### config.mk
export PLATFORM = sky130hd
export DESIGN_NAME = fetch_stage
export DESIGN_NICKNAME = d
export VERILOG_FILES = /design/src/rtl/fetch_stage.sv
export SDC_FILE = /design/constraint.sdc
export NUM_CORES = 1
export LEC_CHECK = 0
export CAP_MARGIN = 20
export CELL_PAD_IN_SITES_DETAIL_PLACEMENT = 1
export CELL_PAD_IN_SITES_GLOBAL_PLACEMENT = 2
export CORE_ASPECT_RATIO = 1.4
export CORE_MARGIN = 10
export CORE_UTILIZATION = 30
export CTS_BUF_LIST = sky130_fd_sc_hd__clkbuf_8 sky130_fd_sc_hd__clkbuf_16
export DETAILED_ROUTE_END_ITERATION = 8
export MAX_ROUTING_LAYER = met4
export PLACE_DENSITY_LB_ADDON = 0.1
export SYNTH_ARGS = -nofsm -noshare
export SYNTH_HDL_FRONTEND = slang
export SYNTH_SLANG_ARGS = --single-unit
### constraint.sdc
create_clock -name clk -period 2.7 [get_ports clk]
set_clock_uncertainty 0.05 [all_clocks]
set_input_delay 0.54 -clock clk [delete_from_list [all_inputs] [get_ports clk]]
set_output_delay 0.54 -clock clk [all_outputs]
set_load 0.005 [all_outputs]
### src/rtl/fetch_stage.sv
// Instruction-fetch stage of the 5-stage RV32I core.
// Owns the PC, issues reads to a 1-cycle-latency synchronous instruction
// memory and drives the IF/ID pipeline register. A one-entry skid buffer
// catches the word returning from imem while ID is frozen, so nothing is
// lost or refetched across a stall.
module fetch_stage #(
  parameter logic [31:0] RESET_PC = 32'h0000_0000,
  parameter logic [31:0] NOP_INST = 32'h0000_0013
) (
  input  logic        clk,
  input  logic        rst_n,
  input  logic        stall,
  input  logic        redirect,
  input  logic [31:0] redirect_pc,
  output logic [31:0] imem_addr,
  output logic        imem_rd,
  input  logic [31:0] imem_rdata,
  output logic [31:0] id_pc,
  output logic [31:0] id_inst,
  output logic        id_valid
);

  typedef enum logic [1:0] {
    RUN         = 2'd0,
    STALL_EMPTY = 2'd1,
    STALL_FULL  = 2'd2
  } state_t;

  state_t      state;
  logic [31:0] pc_q;
  logic        resp_valid_q;
  logic [31:0] resp_pc_q;
  logic        skid_valid;
  logic [31:0] skid_pc;
  logic [31:0] skid_inst;
  logic [31:0] target_pc;

  // The skid occupancy flag is the STALL_FULL state itself, so the two
  // can never disagree.
  assign skid_valid = (state == STALL_FULL);

  // Word-aligned redirect target; the low two address bits are dropped.
  assign target_pc = redirect_pc & 32'hFFFF_FFFC;

  // Fetch request: address is the PC, strobe only when ID can advance.
  assign imem_addr = pc_q;
  assign imem_rd   = rst_n & ~stall & ~redirect;

  // PC, response tracking, skid buffer, IF/ID register and FSM state.
  always_ff @(posedge clk or negedge rst_n) begin
    if (!rst_n) begin
      state        <= RUN;
      pc_q         <= RESET_PC;
      resp_valid_q <= 1'b0;
      resp_pc_q    <= '0;
      skid_pc      <= '0;
      skid_inst    <= '0;
      id_pc        <= '0;
      id_inst      <= NOP_INST;
      id_valid     <= 1'b0;
    end else if (redirect) begin
      // Flush everything in flight; id_pc is left holding its old value.
      pc_q         <= target_pc;
      resp_valid_q <= 1'b0;
      id_valid     <= 1'b0;
      id_inst      <= NOP_INST;
      state        <= stall ? STALL_EMPTY : RUN;
    end else if (stall) begin
      resp_valid_q <= 1'b0;
      if (resp_valid_q) begin
        skid_pc   <= resp_pc_q;
        skid_inst <= imem_rdata;
        state     <= STALL_FULL;
      end else if (state != STALL_FULL) begin
        state <= STALL_EMPTY;
      end
    end else begin
      pc_q         <= pc_q + 32'd4;
      resp_valid_q <= 1'b1;
      resp_pc_q    <= pc_q;
      state        <= RUN;
      if (skid_valid) begin
        id_pc    <= skid_pc;
        id_inst  <= skid_inst;
        id_valid <= 1'b1;
      end else begin
        id_pc    <= resp_pc_q;
        id_inst  <= resp_valid_q ? imem_rdata : NOP_INST;
        id_valid <= resp_valid_q;
      end
    end
  end

endmodule

==> results of run 1 <==
routing by layer:
metal	vias to the layer above	global-route usage (%)
li1	3021	-
met5	-	-
met4	0	3.71
met2	122	27.1
met1	3335	17.7
met3	18	3.91
cell type report:
type,count,area (sq um),area share [%]
flip-flops and latches,188,4710,42.9
multi-input cells,536,3390,30.9
repair buffers,181,1830,16.6
well taps,370,463,4.22
clock buffers,17,425,3.88
clock inverters,15,148,1.34
inverters,3,11.3,0.103
diodes,3,7.51,0.0684
per-stage QoR:
step           setup WS (ns)  instances  hold slack, ns  total power [uW]  util, %
2_1_floorplan          0.689        789           0.194              4220        -
3_3_place_gp           0.383       1278           0.437              4900     37.8
3_5_place_dp           0.349       1278           0.443              4980     37.8
4_1_cts                0.484       1310          0.0757              7530     39.9
5_1_grt                0.387       1311          0.0849              7820     39.9
6_report               0.516       1313          0.0775              7400     40.0
logic make-up (layout without fill, tap and decap cells):
| group | Yosys count | in the layout | synth area share [%] |
|---|---|---|---|
| other | 1 | 7 | 0.0450 |
| DFF | 188 | 188 | 56.5 |
| xor gates and xnor gates | 14 | 14 | 1.47 |
| AOI/OAI and AO/OA | 132 | 132 | 9.99 |
| buffers and inverters | 65 | 216 | 3.25 |
| and+or+nand+nor | 292 | 292 | 16.0 |
| adders and majority gates | 1 | 1 | 0.150 |
| muxes | 93 | 93 | 12.6 |
cells in the mapped netlist, types with 3 or more instances:
cell      count
nand2_1     154
buf_1         6
nor3b_1       4
mux2_2       92
nor2_1       46
nor2b_1       3
and3_1        3
buf_4         4
xor2_1        9
nor4_1        3
o211ai_1      8
clkbuf_1     48
dfstp_2       3
or4_1        12
o21ai_0      17
dfrtp_1     185
a31oi_1      38
o31ai_1       6
and4_1        3
xnor2_1       5
nand4_1      10
a21oi_1      29
nand3_1      43
o311ai_0      3
buf_2         3
a21o_1       29
flip-flops by register name (all words and copies together), names as in the netlist:
register and count:
id_inst 32, skid_inst 32, id_pc 30, imem_addr 30
resp_pc_q 30, skid_pc 30, state 2, id_valid 1
resp_valid_q 1
power by group through the flow:
stage	combinational, uW	sequential, uW	clock [uW]
2_1_floorplan	622	3600	0
3_3_place_gp	1240	3660	0
3_5_place_dp	1290	3700	0
4_1_cts	1290	3640	2600
5_1_grt	1390	3710	2720
6_report	1250	3630	2520
worst paths after layout:
kind                                      end           from  slack [ns]
worst max register to register  imem_addr[26]   imem_addr[2]        0.52
worst max-delay path            imem_addr[26]   imem_addr[2]        0.52
min in group clk                skid_inst[21]  skid_inst[21]        0.46
worst min-delay path            resp_pc_q[25]          rst_n        0.08
max in group asynchronous         id_inst[24]          rst_n        1.47
worst min register to register  skid_inst[21]  skid_inst[21]        0.46
==> metrics.log, run 1 <==
[metrics] run status: finished, final reports clean
[metrics] Synth-to-Final Area Change: 31.8%
[metrics] area enclosed by the die boundary: 34900 sq um
[metrics] Routed wire per std cell: 20.0 microns
[metrics] effective utilization at floorplan: 30.3%
[metrics] placed cell area: between 10000 and 15000 sq um
[metrics] maximum VDD drop: 0.000451 V
[metrics] crit path cell chain: ha_1 > and4_2 > nand4_1 > buf_4 > or4_1 > a31oi_1
[metrics] Mapped Avg Cell Area: roughly 11 sq um
[metrics] clock tree from TritonCTS: yes
[metrics] slowest stage cell on the critical path: or4_1
[metrics] Global Route Usage Sum: 15.6%
[metrics] HPWL after detailed placement: about 18000 microns
[metrics] Starting DRT DRC Count: 254
[metrics] category of the most critical setup path: reg2reg
[metrics] Netlist cell types: 42
[metrics] required time worst endpoint: 3.00 ns
[metrics] routability congestion estimate: between 0.7 and 0.8
[metrics] pin slew with the least headroom to its limit: 0.933 ns
[metrics] clock-pin slew on the worst setup and hold paths: 0.07 ns
[metrics] number of gates on the worst path with buffers counted: 6
[metrics] clock network latency to the later pin of the worst-skew pair: 0.44 ns
[metrics] R2R cell count: 6
[metrics] part of the total power dissipated in combinational logic: approximately 17%
[metrics] CP Launch Type: flop
[metrics] post-detailed-route via-to-cell ratio: 4.95
[metrics] unrepaired setup endpoints after global routing: no
[metrics] number of flops mapped to enable cells by yosys: 0
[metrics] Switching Share: a little over a quarter
[metrics] Reg power frac: 49.1%
[metrics] number of hold buffers added after cts: 0
[metrics] cells after synthesis: around 790
[metrics] switching component of the power: 1990 uW
[metrics] combined buffer and inverter count along the critical path: 1
[metrics] delay of the slowest cell on the worst path: between 0.5 and 0.6 ns
[metrics] top cells by area in the synthesized netlist: dfrtp_1, mux2_2, nand2_1
[metrics] chip width: 161 microns
[metrics] fraction of the cycle the final worst path needs: 80.9%
[metrics] cells resized by post-CTS repair: 0
[metrics] flip-flop cell with the highest count after synthesis: dfrtp_1
[metrics] post-synthesis sequential element count: 188
[metrics] max-slew violation count: 0
[metrics] met3 wire length: about 1200 microns
[metrics] cell area after synthesis: 8330 sq um
[metrics] highest achievable clock rate: 0.458 GHz
[metrics] ys async rst share: 100%
[metrics] Setup TNS Final: 0 ns
[metrics] CTS root buffer: clkbuf_16
[metrics] number of top-level pins: 166
[metrics] Arr. time, crit path: 2.49 ns
[metrics] number of inserted filler cells in the final layout: 3013
[metrics] wirelength, routed: 26300 microns
[metrics] chip height: 217 microns
[metrics] number of buffers added by the clock tree synthesis step: 17
[metrics] Antenna Nets Post-Route: 0
[metrics] Leakage: 0.00442 uW
[metrics] Core Rows: 72
[metrics] final count of negative-setup-slack endpoints: 0
[metrics] number of buffers inserted by post-CTS setup repair: 0
[metrics] fin area: 11000 sq um
[metrics] shortest clock period the worst path allows after layout: 2.18 ns
[metrics] most frequent standard cell in the layout excluding fill and tap cells: dfrtp_1
[metrics] first-pass GRT wire length: 42000 microns
[metrics] count of port buffers added during placement: approximately 160
[metrics] area share of the largest cell type after synthesis: 55.6%
[metrics] power density relative to cell area: between 600 and 700 nW/um^2
[metrics] routed length on met1: between 10000 and 15000 microns
[metrics] part of the total power dissipated in the clock network: 34.0%
[metrics] pin count of the biggest net entering global routing: 112
[metrics] top library cells by usage in the layout, fill and taps aside: dfrtp_1, clkdlybuf4s50_1, nand2_1, mux2_2, nor2_1
[metrics] Critical Path End Type: flop
[metrics] antenna violations before repair: 1
[metrics] number of levels the H-tree was split into: 4
[metrics] critical-path maximum fanout: 12
[metrics] detailed-routed wire length on met2: 13500 microns
[metrics] min-delay worst type: in2async
[metrics] DR pass1 iterations: 4
[metrics] Final Hold Fails: 0
[metrics] uppermost routed layer: met4
[metrics] Yosys top cell by area: dfrtp_1
[metrics] maximum number of buffers from clock root to sink: 2
[metrics] design internal power: 5410 uW
[metrics] slew margin rel.: between 30% and 40%
[metrics] number of max-capacitance violations reported: 0
[metrics] number of clock sinks: approximately 190
[metrics] proportion of synthesized chip area in sequential cells: 56.5%
[metrics] cell type group with the largest total delay on the critical path: simple AND/OR/NAND/NOR gates
[metrics] Core Box Area: 27500 sq um
[metrics] overflow left after global routing: 0
[metrics] share of layout cells above drive strength 1: about 17%
[metrics] count of warnings emitted by yosys: 0
[metrics] post-detailed-route DRC marker count: 0
[metrics] Net count, final: 996
[metrics] via count of the first global-routing pass: 7311
[metrics] DR vias: 6496
(Power assumes the default switching activity.)
==> run 2, diff against run 1 <==
Clock period 2.7 ns to 2.25 ns, I/O delays scaled along.
==> metrics.log, run 2 (synthesis results as in run 1) <==
[metrics] CP Launch Type: flop
[metrics] Net count, final: between 1000 and 1500
[metrics] number of buffers inserted by post-CTS setup repair: 0
[metrics] number of buffers added by the clock tree synthesis step: 17
[metrics] DR pass1 iterations: 4
[metrics] chip width: 161 microns
[metrics] required time worst endpoint: 2.55 ns
[metrics] Starting DRT DRC Count: between 200 and 300
[metrics] delay of the slowest cell on the worst path: 0.51 ns
[metrics] clock network latency to the later pin of the worst-skew pair: 0.43 ns
[metrics] crit path cell chain: ha_1 > and4_2 > nand4_1 > buf_4 > or4_1 > a31oi_1
[metrics] post-detailed-route DRC marker count: 0
[metrics] most frequent standard cell in the layout excluding fill and tap cells: dfrtp_1
[metrics] Reg power frac: 49.3%
[metrics] Final Hold Slack: slightly below 0.1 ns
[metrics] R2R cell count: 6
[metrics] antenna violations before repair: 3
[metrics] Synth-to-Final Area Change: 32.7%
[metrics] number of hold buffers added after cts: 0
[metrics] multi-input combinational cell area: 3390 sq um
[metrics] maximum VDD drop: about 0.00055 V
[metrics] clock-pin slew on the worst setup and hold paths: 0.07 ns
[metrics] switching component of the power: roughly 2300 uW
[metrics] registers with the most flip-flops: id_inst (32), skid_inst (32)
[metrics] Routed wire per std cell: slightly below 20 microns
[metrics] category of the most critical setup path: reg2reg
[metrics] startpoint of the worst register-to-register path: imem_addr[2]
[metrics] final cell count without fillers: ~1300
[metrics] Worst R2R Setup Slack: 0.16 ns
[metrics] critical-path maximum fanout: 12
[metrics] number of clock sinks: 188
[metrics] Critical Path End Type: flop
[metrics] cells resized by post-CTS repair: 0
[metrics] Core Box Area: 27500 sq um
[metrics] via count of the first global-routing pass: 7149
[metrics] shortest clock period the worst path allows after layout: 2.09 ns
[metrics] Antenna Nets Post-Route: 0
[metrics] Core Rows: slightly above 70
[metrics] fraction of the cycle the final worst path needs: 93.1%
[metrics] pin slew with the least headroom to its limit: 0.889 ns
[metrics] power density relative to cell area: roughly 800 nW/um^2
[metrics] Global Route Usage Sum: between 10% and 20%
[metrics] Final Hold Fails: 0
[metrics] wirelength, routed: around 26000 microns
[metrics] slew margin rel.: 40.7%
[metrics] part of the total power dissipated in combinational logic: between 10% and 20%
[metrics] part of the total power dissipated in the clock network: between 30% and 40%
[metrics] number of inserted filler cells in the final layout: 3007
[metrics] HPWL after detailed placement: about 18000 microns
[metrics] # placed instances: 1290
[metrics] number of levels the H-tree was split into: 4
[metrics] max-slew violation count: 0
[metrics] CTS root buffer: clkbuf_16
[metrics] first-pass GRT wire length: 41700 microns
[metrics] count of port buffers added during placement: approximately 160
[metrics] Leakage: 0.00448 uW
[metrics] Setup TNS Final: 0 ns
[metrics] routability congestion estimate: approximately 0.76
[metrics] endpoint of the lowest-slack register-to-register path: imem_addr[26]
[metrics] highest achievable clock rate: 0.478 GHz
[metrics] post-detailed-route via-to-cell ratio: 4.89
[metrics] clock tree from TritonCTS: yes
[metrics] DR vias: 6460
[metrics] run status: finished, final reports clean
[metrics] chip height: 217 microns
[metrics] Sequential Area: 4710 sq um
[metrics] overflow left after global routing: 0
[metrics] pin count of the biggest net entering global routing: 147
[metrics] top library cells by usage in the layout, fill and taps aside: dfrtp_1, clkdlybuf4s50_1, nand2_1, mux2_2, nor2_1
[metrics] Switching Share: 26.1%
[metrics] Arr. time, crit path: 2.39 ns
[metrics] number of top-level pins: around 170
[metrics] maximum number of buffers from clock root to sink: 2
[metrics] number of max-capacitance violations reported: 0
[metrics] design internal power: 6510 uW
[metrics] unrepaired setup endpoints after global routing: no
[metrics] slowest stage cell on the critical path: or4_1
[metrics] share of layout cells above drive strength 1: ~18%
[metrics] min-delay worst type: in2async
[metrics] final count of negative-setup-slack endpoints: 0
[metrics] effective utilization at floorplan: 30.3%
[metrics] area enclosed by the die boundary: 34900 sq um
run 2: worst max-delay path by stage:
stage | from | to | slack [ns] | depth (start not counted)
after floorplan | imem_addr[2] | imem_addr[24] | 0.25 | 7
after global placement | stall | imem_addr[29] | 0.1 | 5
after detailed placement | imem_addr[2] | imem_addr[28] | 0.06 | 6
after CTS | imem_addr[2] | imem_addr[26] | 0.03 | 6
after global routing | imem_addr[3] | imem_addr[28] | 0.03 | 6
final | imem_addr[2] | imem_addr[26] | 0.16 | 6
run 2: critical path, delay by kind of cell (launching register included):
| family | cells | cell delay, ns |
|---|---|---|
| simple gates | 3 | 0.95 |
| flops | 1 | 0.44 |
| buf+inv | 1 | 0.20 |
| fa+ha+maj | 1 | 0.18 |
| compound gates | 1 | 0.18 |
run 2: stage by stage:
step / setup slack [ns] / instance area, sq um / utilization [%] / power [uW]
global route: 0.0340 / 11000 / 40.2 / 9310
CTS: 0.0329 / 11000 / 40.2 / 8960
global placement: 0.0968 / 10500 / 38.2 / 5910
floorplan: 0.254 / 8340 / - / 5070
finish: 0.156 / 11000 / 40.2 / 8810
detailed placement: 0.0575 / 10500 / 38.2 / 6000
run 2: layout make-up:
type	instances	share of cell area (%)
inverter	3	0.102
clock buffer	18	3.98
timing repair buffer	193	17.3
multi-input combinational	536	30.7
clock inverter	11	0.985
antenna	3	0.0680
sequential	188	42.6
tap	370	4.19
run 2: power groups by stage:
| stage | logic (uW) | registers [uW] | clock network (uW) |
|---|---|---|---|
| after floorplan | 746 | 4320 | 0 |
| after global placement | 1550 | 4360 | 0 |
| after detailed placement | 1590 | 4410 | 0 |
| after CTS | 1600 | 4350 | 3010 |
| after global routing | 1720 | 4420 | 3160 |
| final | 1550 | 4340 | 2920 |
run 2: metal layers:
layer	routed length (microns)	vias to the layer above	share of wire, %	global-route usage [%]
met4	263	0	1.0	3.59
met5	0	-	0	-
met2	13600	116	52	26.6
met3	1310	18	5.0	4.57
met1	11000	3287	42	17.4
li1	-	3039	-	-
==> run 3, diff against run 2 <==
Settings changed: CTS_CLUSTER_SIZE from default to 12.
==> results of run 3 <==
Final layout, timing and power as in run 2 (identical DEF).
